## config.mk

```make
export PLATFORM = sky130hd
export DESIGN_NAME = mem_load_store_unit_flat
export DESIGN_NICKNAME = d
export VERILOG_FILES = /design/src/rtl/mem_load_store_unit_pkg.sv /design/src/rtl/mem_load_store_unit_if.sv /design/src/rtl/mem_load_store_unit.sv /design/src/flat_wrapper.sv
export SDC_FILE = /design/constraint.sdc
export NUM_CORES = 1
export LEC_CHECK = 0
export BUFFER_PORTS_ARGS = -buffer_cell sky130_fd_sc_hd__buf_2
export CAP_MARGIN = 0
export CORE_MARGIN = 2
export CORE_UTILIZATION = 60
export CTS_CLUSTER_DIAMETER = 150
export DETAILED_ROUTE_END_ITERATION = 8
export PLACE_DENSITY_LB_ADDON = 0.2
export SLEW_MARGIN = 10
export SYNTH_ARGS = -nofsm -noshare
export SYNTH_HDL_FRONTEND = slang
export SYNTH_SLANG_ARGS = --single-unit
```

## constraint.sdc

```tcl
create_clock -name clk -period 12.39 [get_ports clk]
set_clock_uncertainty 0.2 [all_clocks]
set_input_delay 1.239 -clock clk [delete_from_list [all_inputs] [get_ports clk]]
set_output_delay 1.239 -clock clk [all_outputs]
set_load 0.03 [all_outputs]
```

## src/rtl/mem_load_store_unit_pkg.sv

```systemverilog
// Shared load/store unit definitions: instruction type codes, bus widths and FSM state type.
// Type codes above SW are left unused so illegal request types can be detected.
package mem_load_store_unit_pkg;

    localparam int INST_TYPE_WIDTH = 4;
    localparam int DATA_WIDTH      = 32;

    localparam logic [INST_TYPE_WIDTH-1:0] LB  = 4'd0;
    localparam logic [INST_TYPE_WIDTH-1:0] LH  = 4'd1;
    localparam logic [INST_TYPE_WIDTH-1:0] LW  = 4'd2;
    localparam logic [INST_TYPE_WIDTH-1:0] LBU = 4'd3;
    localparam logic [INST_TYPE_WIDTH-1:0] LHU = 4'd4;
    localparam logic [INST_TYPE_WIDTH-1:0] SB  = 4'd5;
    localparam logic [INST_TYPE_WIDTH-1:0] SH  = 4'd6;
    localparam logic [INST_TYPE_WIDTH-1:0] SW  = 4'd7;

    typedef enum logic [1:0] {
        IDLE  = 2'd0,
        LOAD  = 2'd1,
        STORE = 2'd2,
        DONE  = 2'd3
    } lsu_state_e;

    function automatic logic is_load(input logic [INST_TYPE_WIDTH-1:0] t);
        return (t == LB) || (t == LH) || (t == LW) || (t == LBU) || (t == LHU);
    endfunction

    function automatic logic is_store(input logic [INST_TYPE_WIDTH-1:0] t);
        return (t == SB) || (t == SH) || (t == SW);
    endfunction

endpackage

```

## src/rtl/mem_load_store_unit_if.sv

```systemverilog
// Request, byte-wide memory and response signals of the load/store unit.
// The slave modport is the unit itself; master is the pipeline/memory side.
interface mem_load_store_unit_if #(parameter int ADDR_WIDTH = 32);
    import mem_load_store_unit_pkg::*;

    logic                       req_valid;
    logic                       req_ready;
    logic [INST_TYPE_WIDTH-1:0] req_type;
    logic [ADDR_WIDTH-1:0]      req_addr;
    logic [DATA_WIDTH-1:0]      req_wdata;

    logic [ADDR_WIDTH-1:0]      mem_a;
    logic [7:0]                 mem_dout;
    logic [7:0]                 mem_din;
    logic                       mem_wr;

    logic                       resp_valid;
    logic [INST_TYPE_WIDTH-1:0] resp_type;
    logic [DATA_WIDTH-1:0]      resp_data;

    modport slave (
        input  req_valid, req_type, req_addr, req_wdata, mem_din,
        output req_ready, mem_a, mem_dout, mem_wr, resp_valid, resp_type, resp_data
    );

    modport master (
        output req_valid, req_type, req_addr, req_wdata, mem_din,
        input  req_ready, mem_a, mem_dout, mem_wr, resp_valid, resp_type, resp_data
    );

endinterface

```

## src/rtl/mem_load_store_unit.sv

```systemverilog
// Byte-serial load/store unit in front of a synchronous byte-wide RAM.
// state | meaning
// IDLE  | waiting for a request, req_ready may be high
// LOAD  | issuing read addresses, capturing returned bytes one cycle later
// STORE | writing one byte per cycle
// DONE  | one-cycle response, then back to IDLE
module mem_load_store_unit
    import mem_load_store_unit_pkg::*;
#(
    parameter int ADDR_WIDTH = 32
) (
    input  logic clk,
    input  logic rst,
    input  logic rdy,
    input  logic flush,
    mem_load_store_unit_if.slave bus
);

    lsu_state_e                 state_q;
    logic [2:0]                 cnt_q;
    logic [INST_TYPE_WIDTH-1:0] type_q;
    logic [ADDR_WIDTH-1:0]      addr_q;
    logic [DATA_WIDTH-1:0]      wdata_q;
    logic [DATA_WIDTH-1:0]      data_q;

    logic [2:0] nbytes;
    logic [1:0] cur_idx;
    logic [1:0] prev_idx;
    logic       accept;

    always_comb begin
        case (type_q)
            LB, LBU, SB: nbytes = 3'd1;
            LH, LHU, SH: nbytes = 3'd2;
            default:     nbytes = 3'd4;
        endcase
    end

    assign cur_idx  = cnt_q[1:0];
    assign prev_idx = cur_idx - 2'd1;

    assign bus.req_ready  = (state_q == IDLE) & rdy & ~flush;
    assign accept         = bus.req_valid & bus.req_ready;
    assign bus.resp_valid = (state_q == DONE) & rdy & ~(flush & is_load(type_q));
    assign bus.resp_type  = type_q;
    assign bus.resp_data  = data_q;

    always_comb begin
        bus.mem_a    = '0;
        bus.mem_dout = '0;
        bus.mem_wr   = 1'b0;
        case (state_q)
            LOAD: begin
                // While paused, re-read the previous byte so mem_din still holds it on resume.
                if (!rdy && cnt_q != 3'd0) begin
                    bus.mem_a = addr_q + ADDR_WIDTH'(cnt_q - 3'd1);
                end else if (cnt_q < nbytes) begin
                    bus.mem_a = addr_q + ADDR_WIDTH'(cnt_q);
                end
            end
            STORE: begin
                bus.mem_a    = addr_q + ADDR_WIDTH'(cnt_q);
                bus.mem_dout = wdata_q[{cur_idx, 3'b000} +: 8];
                bus.mem_wr   = rdy;
            end
            default: ;
        endcase
    end

    always_ff @(posedge clk or posedge rst) begin
        if (rst) begin
            state_q <= IDLE;
            cnt_q   <= 3'd0;
            type_q  <= '0;
            addr_q  <= '0;
            wdata_q <= '0;
            data_q  <= '0;
        end else if (rdy) begin
            case (state_q)
                IDLE: begin
                    if (accept && (is_load(bus.req_type) || is_store(bus.req_type))) begin
                        type_q  <= bus.req_type;
                        addr_q  <= bus.req_addr;
                        wdata_q <= bus.req_wdata;
                        data_q  <= '0;
                        cnt_q   <= 3'd0;
                        state_q <= is_load(bus.req_type) ? LOAD : STORE;
                    end
                end
                LOAD: begin
                    if (flush) begin
                        state_q <= IDLE;
                        cnt_q   <= 3'd0;
                    end else begin
                        if (cnt_q != 3'd0) begin
                            data_q[{prev_idx, 3'b000} +: 8] <= bus.mem_din;
                        end
                        if (cnt_q == nbytes) begin
                            state_q <= DONE;
                            cnt_q   <= 3'd0;
                        end else begin
                            cnt_q <= cnt_q + 3'd1;
                        end
                    end
                end
                STORE: begin
                    if (cnt_q == nbytes - 3'd1) begin
                        state_q <= DONE;
                        cnt_q   <= 3'd0;
                    end else begin
                        cnt_q <= cnt_q + 3'd1;
                    end
                end
                DONE:    state_q <= IDLE;
                default: state_q <= IDLE;
            endcase
        end
    end

endmodule

```

## src/flat_wrapper.sv

```systemverilog
// flat-port wrapper written by rule: the top's interface ports become plain ports
module mem_load_store_unit_flat import mem_load_store_unit_pkg::*;
#(
    parameter int ADDR_WIDTH = 32
)
  (clk, rst, rdy, flush, bus_req_valid, bus_req_type, bus_req_addr, bus_req_wdata, bus_mem_din, bus_req_ready, bus_mem_a, bus_mem_dout, bus_mem_wr, bus_resp_valid, bus_resp_type, bus_resp_data);
  mem_load_store_unit_if #(.ADDR_WIDTH(ADDR_WIDTH)) bus_i ();
  input  logic clk;
  input  logic rst;
  input  logic rdy;
  input  logic flush;
  input wire logic [$bits(bus_i.req_valid)-1:0] bus_req_valid;
  input wire logic [$bits(bus_i.req_type)-1:0] bus_req_type;
  input wire logic [$bits(bus_i.req_addr)-1:0] bus_req_addr;
  input wire logic [$bits(bus_i.req_wdata)-1:0] bus_req_wdata;
  input wire logic [$bits(bus_i.mem_din)-1:0] bus_mem_din;
  output wire logic [$bits(bus_i.req_ready)-1:0] bus_req_ready;
  output wire logic [$bits(bus_i.mem_a)-1:0] bus_mem_a;
  output wire logic [$bits(bus_i.mem_dout)-1:0] bus_mem_dout;
  output wire logic [$bits(bus_i.mem_wr)-1:0] bus_mem_wr;
  output wire logic [$bits(bus_i.resp_valid)-1:0] bus_resp_valid;
  output wire logic [$bits(bus_i.resp_type)-1:0] bus_resp_type;
  output wire logic [$bits(bus_i.resp_data)-1:0] bus_resp_data;
  assign bus_i.req_valid = bus_req_valid;
  assign bus_i.req_type = bus_req_type;
  assign bus_i.req_addr = bus_req_addr;
  assign bus_i.req_wdata = bus_req_wdata;
  assign bus_i.mem_din = bus_mem_din;
  assign bus_req_ready = bus_i.req_ready;
  assign bus_mem_a = bus_i.mem_a;
  assign bus_mem_dout = bus_i.mem_dout;
  assign bus_mem_wr = bus_i.mem_wr;
  assign bus_resp_valid = bus_i.resp_valid;
  assign bus_resp_type = bus_i.resp_type;
  assign bus_resp_data = bus_i.resp_data;
  mem_load_store_unit #(.ADDR_WIDTH(ADDR_WIDTH)) u_core (.clk(clk), .rst(rst), .rdy(rdy), .flush(flush), .bus(bus_i));
endmodule
```

==> metrics.cfg, run 1 <==
[status]
outcome=finished, final reports clean

[logic_synthesis]
ys_seq_area_share_pct=35.30
syn_inst=802
synth_area_leaders=dfrtp_1, mux2_2, ha_1, nand2_1, xnor2_1
avgSynthCellArea_sq_um=9.281
syn_area_sq_um=7443
syn_nets=933
synth_top_area_share_pct=35.30
ys_types=56
ys_ff_latch=105
synth_edf_count=0
yosysMostFrequentCell=nand2_1
yosysTopAreaCell=dfrtp_1
synthTopCellsByCount=nand2_1, dfrtp_1, mux2_2, ha_1, a21oi_1
async_flop_share_pct=100.0
synth_ff_type=dfrtp_1
yosys_warnings=0

[grt]
grt_usage_pct=29.30
grt_pass1_vias=6228
grt_pass1_wl_mm=30.84
antenna_found_initial=0
grt_start_max_net_pins=71
overflow=0

[clocking]
cts_max_level=3
clock_sinks=105
cts_tree=yes
cts_inserted_buffers=9
path_clk_slew_ns=0.08
cts-root-buf=clkbuf_16
cts_setup_buffers=0
cts.path.max_buffers=2
insertion_delay_ns=0.36
hold_buffers=0
post_cts_resized=0

[detailed_routing]
wl_mm=18.71
first_iter_violations=468
wire_per_inst_um=16.78
drtPass1Iterations=5
drc=0
viasPerCell=5.804
antenna_left=0
vias=6472

[sta]
relSlewSlack_pct=33.30
finalCritPeriodShare_pct=49.30
grt_setup_unrepaired=no
tns_ns=0
period_needed_ns=6.108
tightest_slew_ns=0.9938
fmax_ghz=0.1637
slew_viol_final=0
hold_viol=0
setup_viol=0
fin_ws_ns=6.282

[power]
ir_drop_v=0.0002155
power.total_uw=2828
power_leakage_uw=0.004158
cellPowerDensity_nw_per_um2=325.9

[finish]
fin_util_pct=71.93
fin_cells=1115
area_delta_synth_final_pct=16.56
fin_nets=1073
drive_gt1_share_pct=28.09
antenna_cells=0

[worst_setup_path]
critPathCaptureType=output pin
crit_path_cell_trace=inv_1 -> ha_1 -> fa_1 -> nand2b_1 -> a21oi_1 -> o21ai_1 -> o311ai_1 -> o31ai_1 -> o21ai_1 -> a31oi_1 -> xnor2_1 -> o211a_1 -> buf_2
worst-r2r-cell-count=7
r2r_end=u_core.bus.resp_data[31]$_DFFE_PP0P_
cp.arrival_ns=4.67
worstPathMaxFanout=18
r2r_setup_slack_ns=9.16
critPathKind=reg -> out
cp_common_cell=o21ai_1
worstPathRequired_ns=10.95
crit_path_end=bus_mem_a[24]
slowest_delay_ns=0.91
r2r_start=u_core.cnt_q[0]$_DFFE_PP0P_
slowest_stage=dfrtp_1
cp-start-kind=flop
critPathLaunch=u_core.cnt_q[0]$_DFFE_PP0P_

[floorplan]
die_area_sq_um=13310
die_w_um=115.4
initial_utilization_pct=61.71
num_io_pins=160
core_area_sq_um=12060
die_h_um=115.4
rows=40

[placed_design]
io_buffers=159
numPlacedInstances=1099
dp_worst_setup_slack_ns=6.686
dp_hpwl_mm=13.95
routabilityCongestion=0.9414

[min_path]
hp-class=reg -> reg

[run]
maxCapViolations=0

## how the worst min path moves through the flow
stage                                         startpoint                              endpoint  depth (start not counted)
finish              u_core.bus.resp_data[28]$_DFFE_PP0P_  u_core.bus.resp_data[28]$_DFFE_PP0P_                          2
CTS                  u_core.bus.resp_data[7]$_DFFE_PP0P_   u_core.bus.resp_data[7]$_DFFE_PP0P_                          2
global route        u_core.bus.resp_data[21]$_DFFE_PP0P_  u_core.bus.resp_data[21]$_DFFE_PP0P_                          2
detailed placement   u_core.bus.resp_data[7]$_DFFE_PP0P_   u_core.bus.resp_data[7]$_DFFE_PP0P_                          2
global placement    u_core.bus.resp_data[10]$_DFFE_PP0P_  u_core.bus.resp_data[10]$_DFFE_PP0P_                          2
floorplan                 u_core.wdata_q[16]$_DFFE_PP0P_        u_core.wdata_q[16]$_DFFE_PP0P_                          1
## cells by family (layout without fill, tap and decap cells)
kind of cell	count (synthesis)	after routing	synth area share, %
flip-flops	105	105	35.30
AO/OA/AOI/OAI	205	205	17.30
buffers and inverters	55	200	2.874
AND/OR/NAND/NOR	255	255	16.69
adder cells (fa/ha/maj)	50	50	8.607
XOR/XNOR	58	58	6.825
multiplexers	74	74	12.41
## through the flow
step | hold WS (ns) | cell area (sq um)
after floorplan | 0.2752 | 7443
after global placement | 0.2638 | 8368
after detailed placement | 0.2698 | 8368
after CTS | 0.2864 | 8676
after global routing | 0.3039 | 8676
final | 0.2790 | 8676
## flip-flops by register name (all words and copies together), names as in the netlist
register,count
u_core.wdata_q,32
u_core.state_q,2
u_core.addr_q,32
u_core.bus.resp_type,4
u_core.cnt_q,3
u_core.bus.resp_data,32
## critical path, delay by kind of cell, from the launching register on
| kind | cells | cell delay, ns |
|---|---|---|
| adders and majority gates | 2 | 0.91 |
| xor gates and xnor gates | 1 | 0.15 |
| AOI/OAI and AO/OA | 7 | 1.68 |
| buffers and inverters | 2 | 0.47 |
| DFF | 1 | 0.91 |
| and+or+nand+nor | 1 | 0.18 |
## layout by cell type (no fill, tap or decap), types with 4 or more instances in the layout
| cell type | netlist | layout |
|---|---|---|
| o211a_1 | 4 | 4 |
| a31oi_1 | 4 | 4 |
| a22o_1 | 5 | 5 |
| o211ai_1 | 4 | 4 |
| o21ai_0 | 31 | 31 |
| a21o_1 | 20 | 20 |
| and3_1 | 14 | 14 |
| and2_1 | 26 | 26 |
| mux2_2 | 66 | 66 |
| nor3_1 | 10 | 9 |
| xor2_1 | 28 | 28 |
| nor2_1 | 31 | 31 |
| xnor2_1 | 30 | 30 |
| nor2b_1 | 11 | 11 |
| inv_1 | 18 | 17 |
| nand2b_1 | 10 | 10 |
| dfrtp_1 | 105 | 105 |
| and4_1 | 6 | 6 |
| a21oi_1 | 47 | 47 |
| nand3_1 | 22 | 22 |
| buf_2 | 0 | 159 |
| mux4_2 | 8 | 8 |
| buf_4 | 0 | 6 |
| o22ai_1 | 18 | 18 |
| nand2_1 | 106 | 106 |
| o21a_1 | 8 | 8 |
| ha_1 | 48 | 48 |
| clkbuf_16 | 0 | 9 |
| o21ai_1 | 39 | 39 |
| nand4_1 | 10 | 10 |
## metal layers
metal	vias to the layer above	wire length, um	GRT usage (%)
met5	-	0	0
met4	0	320	8.032
met2	227	8312	45.03
met3	27	1395	6.326
li1	3167	-	-
met1	3051	8683	42.14
## report_power, final
group / internal, uW / switching [uW] / leakage (uW)
clock network: 144 / 146 / 0.000145
logic: 792 / 1160 / 0.00264
registers: 461 / 128 / 0.00137
total: 1400 / 1430 / 0.00416
## cell type report
cell class	count	area [sq um]
clock inverter	7	82.58
multi-input combinational	642	4616
tap	168	210.2
sequential	105	2628
inverter	19	73.82
fill	960	3386
clock buffer	9	225.2
timing repair buffer	165	840.8
Power figures use the tool's default switching activity.
==> run 2, diff against run 1 <==
CORE_UTILIZATION = 56   (was 60)
clock period = 6 ns   (was 12.39 ns; I/O delays follow)
==> run 2 against run 1 <==
Non-clock buffer count increased by 2. Highest routed layer unchanged. Final area about the same. Total power increased by 110%.
==> metrics.cfg, run 2 (synthesized netlist as in run 1, its figures left out) <==
[finish]
fin_cells=1124  ; +0.81%
area_delta_synth_final_pct=16.62  ; about the same
drive_gt1_share_pct=28.16  ; +0.076 points
multi_input_area_sq_um=4616  ; unchanged
final_common_cell=buf_2
fin_nets=1075  ; +0.19%
fillCellCount=1122  ; +17%
regArea_sq_um=2628  ; unchanged
final_area_sq_um=8681  ; about the same
layout_common_cells=buf_2, nand2_1, dfrtp_1
antenna_cells=0  ; unchanged

[detailed_routing]
wire_per_inst_um=16.60  ; -1.1%
vias=6425  ; -0.73%
antenna_left=0  ; unchanged
drc=0  ; unchanged
viasPerCell=5.716  ; -1.5%
wl_mm=18.66  ; -0.28%
first_iter_violations=417  ; -11%
drtPass1Iterations=5  ; unchanged

[worst_setup_path]
crit_path_cell_trace=nor3_2 -> buf_4 -> ha_1 -> a21o_1 -> a21o_1 -> a21o_1 -> a2111oi_0 -> nand2_1 -> o21ai_0 -> a21oi_1 -> xnor2_1 -> a21oi_1 -> buf_2
critPathKind=reg -> out
worstPathRequired_ns=5.20  ; -5.75 ns
cp_common_cell=a21o_1
worst-r2r-cell-count=8  ; +1
cp.arrival_ns=4.50  ; -0.17 ns
critPathLaunch=u_core.cnt_q[1]$_DFFE_PP0P_
r2r_end=u_core.bus.resp_data[11]$_DFFE_PP0P_
slowest_stage=dfrtp_1
r2r_start=u_core.cnt_q[1]$_DFFE_PP0P_
worstPathMaxFanout=21  ; +3
r2r_setup_slack_ns=3.01  ; -6.15 ns
crit_path_end=bus_mem_a[30]
slowest_delay_ns=0.68  ; -0.23 ns
critPathCaptureType=output pin
cp-start-kind=flop

[floorplan]
initial_utilization_pct=56.88  ; -4.8 points
die_w_um=119.3  ; +3.4%
rows=42  ; +5.0%
die_area_sq_um=14230  ; +6.9%
num_io_pins=160  ; unchanged
die_h_um=119.3  ; +3.4%
core_area_sq_um=13090  ; +8.5%

[grt]
use_met2_pct=42.60  ; -2.4 points
met3_usage_pct=5.651  ; -0.67 points
grt_pass1_wl_mm=30.75  ; -0.27%
overflow=0  ; unchanged
grt_pass1_vias=6273  ; +0.72%
grt_use_met1_pct=36.79  ; -5.3 points
busiest_layer=met2
grt_start_max_net_pins=71  ; unchanged
antenna_found_initial=1  ; +1
grt_usage_pct=26.86  ; -2.4 points

[sta]
relSlewSlack_pct=28.04  ; -5.3 points
slew_viol_final=0  ; unchanged
hold_viol=0  ; unchanged
period_needed_ns=5.300
tightest_slew_ns=1.072  ; +0.07841 ns
fin_ws_ns=0.7004  ; -5.582 ns
finalCritPeriodShare_pct=88.33
fmax_ghz=0.1887
setup_viol=0  ; unchanged
tns_ns=0  ; unchanged
hold_ws_ns=0.1246  ; -0.1543 ns
grt_setup_unrepaired=no

[clocking]
cts_setup_buffers=0  ; unchanged
cts_max_level=3  ; unchanged
cts-root-buf=clkbuf_16
hold_buffers=0  ; unchanged
path_clk_slew_ns=0.08  ; about the same
post_cts_resized=0  ; unchanged
insertion_delay_ns=0.36  ; about the same
cts_tree=yes
clock_sinks=105  ; unchanged
cts.path.max_buffers=2  ; unchanged
cts_inserted_buffers=9  ; unchanged

[power]
cellPowerDensity_nw_per_um2=672.0  ; +110%
power_leakage_uw=0.004164  ; +0.15%
ir_drop_v=0.0004025  ; +87%

[placed_design]
dp_worst_setup_slack_ns=1.177  ; -5.508 ns
io_buffers=159  ; unchanged
routabilityCongestion=0.9285  ; -1.4%
numPlacedInstances=1109  ; +0.91%
dp_hpwl_mm=13.69  ; -1.9%
placed_area_sq_um=8393  ; +0.30%

[run]
maxCapViolations=0  ; unchanged

[min_path]
hp-class=in -> async

[status]
outcome=finished, final reports clean

==> run 2: cell count changes in the layout (fill, tap and decap cells not counted) <==
cell,change
clkinv_8,-2
buf_4,+2
inv_6,-1
inv_8,+1
clkinvlp_4,-1
clkinv_4,+2
==> run 2: worst max-delay path: cells and delay by family (launching register included) <==
family | cells | cell delay, ns
buf+inv | 2 | 0.65
fa+ha+maj | 1 | 0.37
simple gates | 2 | 0.74
flops | 1 | 0.68
xor+xnor | 1 | 0.16
compound gates | 7 | 1.53
==> run 2: worst min path at each step <==
stage	from	end	slack, ns	cells past startpoint
floorplan	u_core.wdata_q[16]$_DFFE_PP0P_	u_core.wdata_q[16]$_DFFE_PP0P_	0.28	1
global placement	u_core.bus.resp_data[9]$_DFFE_PP0P_	u_core.bus.resp_data[9]$_DFFE_PP0P_	0.26	2
detailed placement	u_core.bus.resp_data[16]$_DFFE_PP0P_	u_core.bus.resp_data[16]$_DFFE_PP0P_	0.27	2
CTS	rst	u_core.cnt_q[1]$_DFFE_PP0P_	0.14	2
global route	rst	u_core.bus.resp_data[20]$_DFFE_PP0P_	0.18	2
finish	rst	u_core.bus.resp_data[16]$_DFFE_PP0P_	0.12	2
==> run 2: per-stage QoR <==
stage,total power [uW],utilization [%]
2_1_floorplan,4290,-
3_3_place_gp,5142,64.14
3_5_place_dp,5186,64.14
4_1_cts,5798,66.34
5_1_grt,6299,66.34
6_report,5834,66.34
==> run 2: layout make-up <==
cell class | instances | area share (%)
repair buffers | 167 | 9.859
multi-input cells | 642 | 53.17
inverters | 19 | 0.8504
clock buffers | 9 | 2.594
well taps | 176 | 2.537
clock inverters | 6 | 0.7207
flip-flops and latches | 105 | 30.27
==> run 2: power by group <==
group	switching (uW)	total, uW	leakage (uW)	internal [uW]
sequential	252	1200	0.00137	952
combinational	2410	4050	0.00265	1640
clock	291	581	0.000141	290
==> run 2: metal layers <==
| metal | up-vias | share of wire, % |
|---|---|---|
| met1 | 3032 | 47 |
| li1 | 3163 | - |
| met5 | - | 0 |
| met3 | 27 | 6.2 |
| met4 | 0 | 2.0 |
| met2 | 203 | 45 |
